--- src/rtl/priRV32_pkg.sv ---
// priRV32_pkg: shared core width, default reset vector and PC step
package priRV32_pkg;
  localparam int XLEN = 32;
  localparam logic [XLEN-1:0] DEFAULT_RESET_PC = 32'h0000_0000;
  localparam logic [XLEN-1:0] PC_INC = 32'd4;
  localparam int ENTRY_W = 2 * XLEN;
endpackage

--- src/rtl/cpu_fetch_fifo.sv ---
// cpu_fetch_fifo: two-entry {pc, inst} buffer with flush and same-cycle push/pop
module cpu_fetch_fifo
  import priRV32_pkg::*;
(
  input  logic               clk_in,
  input  logic               rst_n,
  input  logic               push,
  input  logic [ENTRY_W-1:0] push_data,
  input  logic               pop,
  input  logic               flush,
  output logic [1:0]         count,
  output logic [ENTRY_W-1:0] head
);
  logic [ENTRY_W-1:0] e0_q, e0_d, e1_q, e1_d;
  logic [1:0] count_q, count_d;
  logic do_pop, do_push, wr_slot;
  assign do_pop = pop && count_q != 2'd0;
  assign do_push = push && (count_q != 2'd2 || do_pop);
  assign wr_slot = (count_q - {1'b0, do_pop}) != 2'd0;
  assign count = count_q;
  assign head = e0_q;
  // shift on pop, write into the first free slot left after the pop
  always_comb begin
    e0_d = do_pop ? e1_q : e0_q;
    e1_d = e1_q;
    if (do_push && !wr_slot) e0_d = push_data;
    if (do_push && wr_slot) e1_d = push_data;
    count_d = flush ? 2'd0 : count_q + {1'b0, do_push} - {1'b0, do_pop};
  end
  // entry and occupancy registers
  always_ff @(posedge clk_in or negedge rst_n)
    if (!rst_n) begin
      e0_q <= '0;
      e1_q <= '0;
      count_q <= '0;
    end else begin
      e0_q <= e0_d;
      e1_q <= e1_d;
      count_q <= count_d;
    end
endmodule

--- src/rtl/cpu_fetch.sv ---
// cpu_fetch: credit-limited instruction fetch with redirect flush and response dropping
module cpu_fetch
  import priRV32_pkg::*;
#(
  parameter logic [XLEN-1:0] RESET_PC = DEFAULT_RESET_PC,
  parameter int FIFO_DEPTH = 2
) (
  input  logic            clk_in,
  input  logic            rst_n,
  output logic            imem_req_valid,
  input  logic            imem_req_ready,
  output logic [XLEN-1:0] imem_req_addr,
  input  logic            imem_rsp_valid,
  input  logic [XLEN-1:0] imem_rsp_data,
  input  logic            redirect_valid,
  input  logic [XLEN-1:0] redirect_pc,
  output logic            inst_valid,
  input  logic            inst_ready,
  output logic [XLEN-1:0] inst_data,
  output logic [XLEN-1:0] inst_pc
);
  logic [XLEN-1:0] pc_q, pc_d, rsp_pc_q, rsp_pc_d, target;
  logic [1:0] in_flight_q, in_flight_d, drop_q, drop_d, count;
  logic [ENTRY_W-1:0] head;
  logic accept, push, pop;
  assign target = redirect_pc & {{(XLEN-2){1'b1}}, 2'b00};
  assign imem_req_valid = rst_n && !redirect_valid && (({1'b0, in_flight_q} + {1'b0, count}) < 3'(FIFO_DEPTH));
  assign imem_req_addr = pc_q;
  assign accept = imem_req_valid && imem_req_ready;
  assign push = imem_rsp_valid && drop_q == 2'd0 && !redirect_valid;
  assign pop = inst_ready && !redirect_valid;
  assign inst_valid = count != 2'd0;
  assign {inst_pc, inst_data} = head;
  // rsp_pc tracks the address of the next kept response, so no per-request PC queue is needed
  always_comb begin
    pc_d = redirect_valid ? target : accept ? pc_q + PC_INC : pc_q;
    in_flight_d = in_flight_q + {1'b0, accept} - {1'b0, imem_rsp_valid};
    drop_d = redirect_valid ? in_flight_d : (imem_rsp_valid && drop_q != 2'd0) ? drop_q - 2'd1 : drop_q;
    rsp_pc_d = redirect_valid ? target : push ? rsp_pc_q + PC_INC : rsp_pc_q;
  end
  // fetch state registers
  always_ff @(posedge clk_in or negedge rst_n)
    if (!rst_n) begin
      pc_q <= RESET_PC;
      rsp_pc_q <= RESET_PC;
      in_flight_q <= '0;
      drop_q <= '0;
    end else begin
      pc_q <= pc_d;
      rsp_pc_q <= rsp_pc_d;
      in_flight_q <= in_flight_d;
      drop_q <= drop_d;
    end
  cpu_fetch_fifo u_fifo (
    .clk_in    (clk_in),
    .rst_n     (rst_n),
    .push      (push),
    .push_data ({rsp_pc_q, imem_rsp_data}),
    .pop       (pop),
    .flush     (redirect_valid),
    .count     (count),
    .head      (head)
  );
endmodule

--- config.mk ---
export PLATFORM = sky130hd
export DESIGN_NAME = cpu_fetch
export DESIGN_NICKNAME = d
export VERILOG_FILES = /design/src/rtl/priRV32_pkg.sv /design/src/rtl/cpu_fetch_fifo.sv /design/src/rtl/cpu_fetch.sv
export SDC_FILE = /design/constraint.sdc
export NUM_CORES = 1
export LEC_CHECK = 0
export ABC_AREA = 1
export BUFFER_PORTS_ARGS = -buffer_cell sky130_fd_sc_hd__buf_4
export CORE_AREA = 3 3 137 152
export DETAILED_ROUTE_END_ITERATION = 16
export DIE_AREA = 0 0 140 155
export GPL_TIMING_DRIVEN = 0
export MAX_ROUTING_LAYER = met4
export PLACE_DENSITY = 0.71
export SYNTH_ARGS = -nofsm -noshare
export SYNTH_HDL_FRONTEND = slang
export SYNTH_SLANG_ARGS = --single-unit
export TNS_END_PERCENT = 50
--- constraint.sdc ---
create_clock -name clk_in -period 3.6 [get_ports clk_in]
set_clock_uncertainty 0.2 [all_clocks]
set_input_delay 0.36 -clock clk_in [delete_from_list [all_inputs] [get_ports clk_in]]
set_output_delay 0.36 -clock clk_in [all_outputs]
set_load 0.005 [all_outputs]
==> results of run 1 <==
## power by group
part | switching, W | internal (W) | total (W)
sequential | 0.000535 | 0.00285 | 0.00338
clock | 0.000919 | 0.000919 | 0.00184
combinational | 0.00140 | 0.00112 | 0.00253
## layout by cell type, fill, tap and decap left out, types with 28 or more instances in the layout
cell,netlist,final
nand2_1,451,451
nand3_1,214,214
dfrtp_1,190,190
buf_4,10,169
inv_1,99,99
nor2_1,83,83
o21ai_0,67,67
dlygate4sd3_1,0,42
buf_2,28,28
## per-layer routing
layer / up-vias / GRT usage / share of wire
met5: - / - / 0
met4: 0 / 0.0849 / 0.027
met3: 42 / 0.0335 / 0.062
met2: 324 / 0.426 / 0.48
met1: 4316 / 0.356 / 0.43
li1: 4531 / - / -
## sequential cells by signal, summed over array words and instances (netlist names)
| signal | count |
|---|---|
| u_fifo.head | 62 |
| u_fifo.e1_q | 62 |
| u_fifo.count | 2 |
| in_flight_q | 2 |
| imem_req_addr | 30 |
| rsp_pc_q | 30 |
| drop_q | 2 |
## worst max path at each step
| stage | from | end | slack (ns) |
|---|---|---|---|
| 2_1_floorplan | u_fifo.count[0] | drop_q[1] | 1.00 |
| 3_3_place_gp | rst_n | drop_q[1] | -0.85 |
| 3_5_place_dp | redirect_valid | u_fifo.head[8] | 0.32 |
| 4_1_cts | rst_n | drop_q[1] | 0.41 |
| 5_1_grt | rst_n | drop_q[1] | 0.06 |
| 6_report | rst_n | drop_q[1] | 0.45 |
## cell type report
class / count / share of cell area
Sequential cell: 190 / 0.389
Multi-Input combinational cell: 921 / 0.348
Timing Repair Buffer: 203 / 0.135
Clock buffer: 17 / 0.0348
Inverter: 103 / 0.0318
Tap cell: 247 / 0.0253
Buffer: 57 / 0.0246
Clock inverter: 15 / 0.0119
## per-stage QoR
step	power, W	setup TNS (ns)	instance area, sq um
after global routing	0.00827	0	12200
after floorplan	0.00470	0	9700
after detailed placement	0.00591	0	11200
after global placement	0.00582	-12.03	11200
final	0.00775	0	12200
after CTS	0.00778	0	12200
## critical path, cell delays in order
cell and delay, ns:
dlygate4sd3_1 0.56, buf_8 0.54, nand3_1 0.22, nor2_1 0.26, inv_1 0.10, buf_2 0.22, ha_1 0.30, inv_1 0.04
ha_1 0.17, xnor2_1 0.21, nand2_1 0.07, o21ai_0 0.08, nand2_1 0.06, o21ai_0 0.08
## what timing repair did
action	in CTS	in global routing
endpoints found under the hold margin	168	0
hold buffers	42	0
buffers inserted	0	0
## kinds of logic after synthesis
family | after synthesis | synth area share
XOR/XNOR | 21 | 0.0190
flip-flops | 190 | 0.491
buffers and inverters | 160 | 0.0713
AND/OR/NAND/NOR | 778 | 0.340
adder cells (fa/ha/maj) | 9 | 0.0124
other | 1 | 0.000387
AO/OA/AOI/OAI | 109 | 0.0657
==> impl_metrics.json, run 1 <==
{
  "min_to": "rsp_pc_q[21]",
  "critical_path_class": "in -> reg",
  "holdWs_ns": 0.0105,
  "fill_cells": 1733,
  "synth.distinct_cells": 37,
  "pin_count": 168,
  "cts_resized": 0,
  "n_antenna_cell": 0,
  "place_ws_ns": 0.321,
  "start_kind": "input pin",
  "grt_pass1_wl_um": 45400,
  "num_vias": 9213,
  "hold_class": "in -> reg",
  "whs_path_depth": 3,
  "run_status": "complete, no violations",
  "routedWlPerCell_um": 15.9,
  "yosysMostFrequentCell": "nand2_1",
  "drt_wl_total_um": 27900,
  "peakVddDrop_v": 0.000365,
  "drt_iter0_drc": 551,
  "syn2layout_area_growth_pct": 26.3,
  "r2r_start": "u_fifo.count[0]",
  "root_buffer": "clkbuf_16",
  "r2r_end": "drop_q[1]",
  "dp_cells": 1679,
  "rows": 53,
  "core-area_sq_mm": 0.0192,
  "worst_slew_pin_slew_ns": 0.717,
  "die_width_um": 140,
  "grt_overflow_total": 0,
  "fin_crit_sh": 0.876,
  "yosys_warnings": 0,
  "worst_slack_ns": 0.446,
  "dpl.hpwl_um": 20300,
  "ys_seq_area_frac": 0.491,
  "avgSynthCellArea_sq_um": 7.64,
  "cts_tree": "built",
  "r2r_slack_ns": 0.55,
  "hp-start": "redirect_pc[21]",
  "rr_worst_depth": 16,
  "period_needed_ns": 3.15,
  "yosysTopAreaCell": "dfrtp_1",
  "place_congestion": 0.929,
  "drive_gt1_frac": 0.165,
  "rsz0062_at_grt": "false",
  "grt_max_degree": 100,
  "viasPerCell": 5.26,
  "async_reset_ff_frac": 1.00,
  "num-nets-final": 1572,
  "insertion_delay_ns": 0.44,
  "cellLeakagePower_nw": 6.15,
  "cts_inserted_buffers": 17,
  "drv_slew": 0,
  "io_buffers": 160,
  "fmax_ghz": 0.317,
  "hold_viol": 0,
  "numClockSinks": 190,
  "ys.flop_type": "dfrtp_1",
  "crit_required_ns": 3.76,
  "finish.utilization": 0.636,
  "synthCells": 1268,
  "grt_pass1_vias": 8970,
  "multiInputGateArea_sq_mm": 0.00425,
  "synth_edf_count": 0,
  "cp_max_fo": 93,
  "synth-seq-cells": 190,
  "synthTopCellsByCount": "nand2_1 (451), nand3_1 (214), dfrtp_1 (190)",
  "maxCapViolations": 0,
  "regArea_sq_mm": 0.00475,
  "power.density_mw_per_mm2": 633,
  "fp.dieArea_sq_mm": 0.0217,
  "slew_headroom": 0.518,
  "initial_core_util": 0.504,
  "antenna_found_initial": 0,
  "final_cell_count_no_fill": 1753,
  "dr.pass1.iters": 7,
  "crit_arrival_ns": 3.31,
  "setup_violations": 0,
  "syn_area_sq_mm": 0.00969,
  "cp-end-kind": "flop",
  "clk_path_buf_depth": 2,
  "drtAntennaViolNets": 0,
  "synth_area_leaders": "dfrtp_1 (49%), nand2_1 (17%), nand3_1 (11%)",
  "track_usage": 0.266,
  "die_h_um": 155,
  "synth_top_area_frac": 0.491,
  "clk_pin_slew_ns": 0.08,
  "drc": 0,
  "htree_levels": 4
}
(Power assumes the default switching activity.)
==> run 2, diff against run 1 <==
- MAX_ROUTING_LAYER: met4 -> not set
==> impl_metrics.json, run 2 (synthesized netlist as in run 1, its figures left out) <==
{
  "drive_gt1_frac": 0.165,
  "drv_slew": 0,
  "initial_core_util": 0.504,
  "io_buffers": 160,
  "clk_path_buf_depth": 2,
  "grt_pass1_wl_um": 45900,
  "worst_slew_pin_slew_ns": 0.715,
  "rsz0062_at_grt": "false",
  "final_area_sq_mm": 0.0123,
  "track_usage": 0.259,
  "pin_count": 168,
  "postCtsSetupBuffers": 0,
  "die_h_um": 155,
  "drt_iter0_drc": 513,
  "cts_tree": "built",
  "dp_cells": 1679,
  "cp_top_family": "buffers and inverters",
  "place_congestion": 0.920,
  "ctsHoldBuffers": 45,
  "fp.dieArea_sq_mm": 0.0217,
  "final_cell_count_no_fill": 1756,
  "crit_required_ns": 3.76,
  "maxCapViolations": 0,
  "drt_wl_total_um": 27800,
  "period_needed_ns": 3.12,
  "fin_crit_sh": 0.866,
  "grt_pass1_vias": 9167,
  "drtAntennaViolNets": 0,
  "worst_slack_ns": 0.482,
  "viasPerCell": 5.30,
  "crit_arrival_ns": 3.28,
  "path_cells": "dlygate4sd3_1 > buf_8 > nand3_1 > nor2_1 > inv_1 > buf_2 > ha_1 > inv_1 > ha_1 > xnor2_1 > nand2_1 > o21ai_0 > nand2_1 > o21ai_0",
  "place_ws_ns": 0.344,
  "insertion_delay_ns": 0.44,
  "grt_max_degree": 106,
  "cts_resized": 0,
  "antenna_found_initial": 0,
  "fmax_ghz": 0.321,
  "cp-end-kind": "flop",
  "run_status": "complete, no violations",
  "slew_headroom": 0.519,
  "power.density_mw_per_mm2": 636,
  "dr.pass1.iters": 5,
  "hold_class": "in -> reg",
  "rows": 53,
  "peakVddDrop_v": 0.000379,
  "core-area_sq_mm": 0.0192,
  "cts_inserted_buffers": 17,
  "crit_buf_inv": 5,
  "syn2layout_area_growth_pct": 26.9,
  "cp_max_fo": 87,
  "critical_path_class": "in -> reg",
  "numClockSinks": 190,
  "die_width_um": 140,
  "setup_violations": 0,
  "cellLeakagePower_nw": 6.18,
  "clk_pin_slew_ns": 0.08,
  "worst_path_largest_cell_delay_ns": 0.56,
  "dpl.hpwl_um": 20100,
  "routedWlPerCell_um": 15.8,
  "num_vias": 9313,
  "placed_area_sq_mm": 0.0112,
  "layout_common_cells": "nand2_1 (451), nand3_1 (214), dfrtp_1 (190)",
  "hold_viol": 0,
  "mostFrequentLayoutCell": "nand2_1",
  "holdWs_ns": 0.0174,
  "htree_levels": 4,
  "start_kind": "input pin",
  "cp_slowest_cell": "dlygate4sd3_1",
  "grt_overflow_total": 0,
  "n_antenna_cell": 0,
  "num-nets-final": 1575,
  "drc": 0,
  "root_buffer": "clkbuf_16"
}
run 2: cell types whose count changed in the layout (fill, tap and decap cells not counted):
cell and delta:
bufinv_16 +1, clkinv_4 +1, clkinvlp_4 -2, dlygate4sd3_1 +3
inv_8 +1, inv_6 -1
run 2: cell type report:
| class | instances | area [sq um] |
|---|---|---|
| flip-flops and latches | 190 | 4750 |
| plain buffers | 57 | 302 |
| well taps | 247 | 309 |
| clock buffers | 17 | 425 |
| clock inverters | 15 | 171 |
| fillers | 1744 | 6940 |
| repair buffers | 206 | 1690 |
| inverters | 103 | 389 |
| multi-input cells | 921 | 4250 |
run 2: metrics by stage:
| step | utilization | total power [W] | TNS, ns |
|---|---|---|---|
| 3_3_place_gp | 0.583 | 0.00582 | -11.79 |
| 5_1_grt | 0.639 | 0.00837 | 0 |
| 4_1_cts | 0.639 | 0.00786 | 0 |
| 3_5_place_dp | 0.585 | 0.00590 | 0 |
| 2_1_floorplan | - | 0.00470 | 0 |
| 6_report | 0.639 | 0.00782 | 0 |
run 2: metal layers:
metal / GRT usage / routed length, um / share of wire
met5: 0 / 0 / 0
met4: 0.0886 / 751 / 0.027
met3: 0.0363 / 1570 / 0.056
met2: 0.427 / 13300 / 0.48
met1: 0.354 / 12100 / 0.44
run 2: where the power goes:
| group | leakage [nW] | internal, W | total (W) | switching, W |
|---|---|---|---|---|
| Clock | 0.294 | 0.000994 | 0.00191 | 0.000919 |
| Sequential | 2.40 | 0.00285 | 0.00338 | 0.000530 |
| Combinational | 3.48 | 0.00113 | 0.00253 | 0.00140 |
| Total | 6.18 | 0.00497 | 0.00782 | 0.00285 |
run 2: worst paths after layout:
path / startpoint / endpoint / slack (ns) / cells past startpoint
max in group asynchronous: rst_n / u_fifo.head[60] / 1.92 / 3
min reg2reg: u_fifo.e1_q[17] / u_fifo.e1_q[17] / 0.27 / 2
min: redirect_pc[12] / imem_req_addr[12] / 0.02 / 3
max reg2reg: u_fifo.count[0] / drop_q[1] / 0.54 / 16
min in group asynchronous: rst_n / u_fifo.head[31] / 0.32 / 2
max: rst_n / drop_q[1] / 0.48 / 14
run 2: worst reg2reg max path: cells and delay by family (launching register included):
family,cells,cell delay [ns]
fa+ha+maj,3,0.91
simple gates,6,0.67
flops,1,0.44
buf+inv,4,0.41
xor+xnor,1,0.22
compound gates,2,0.17
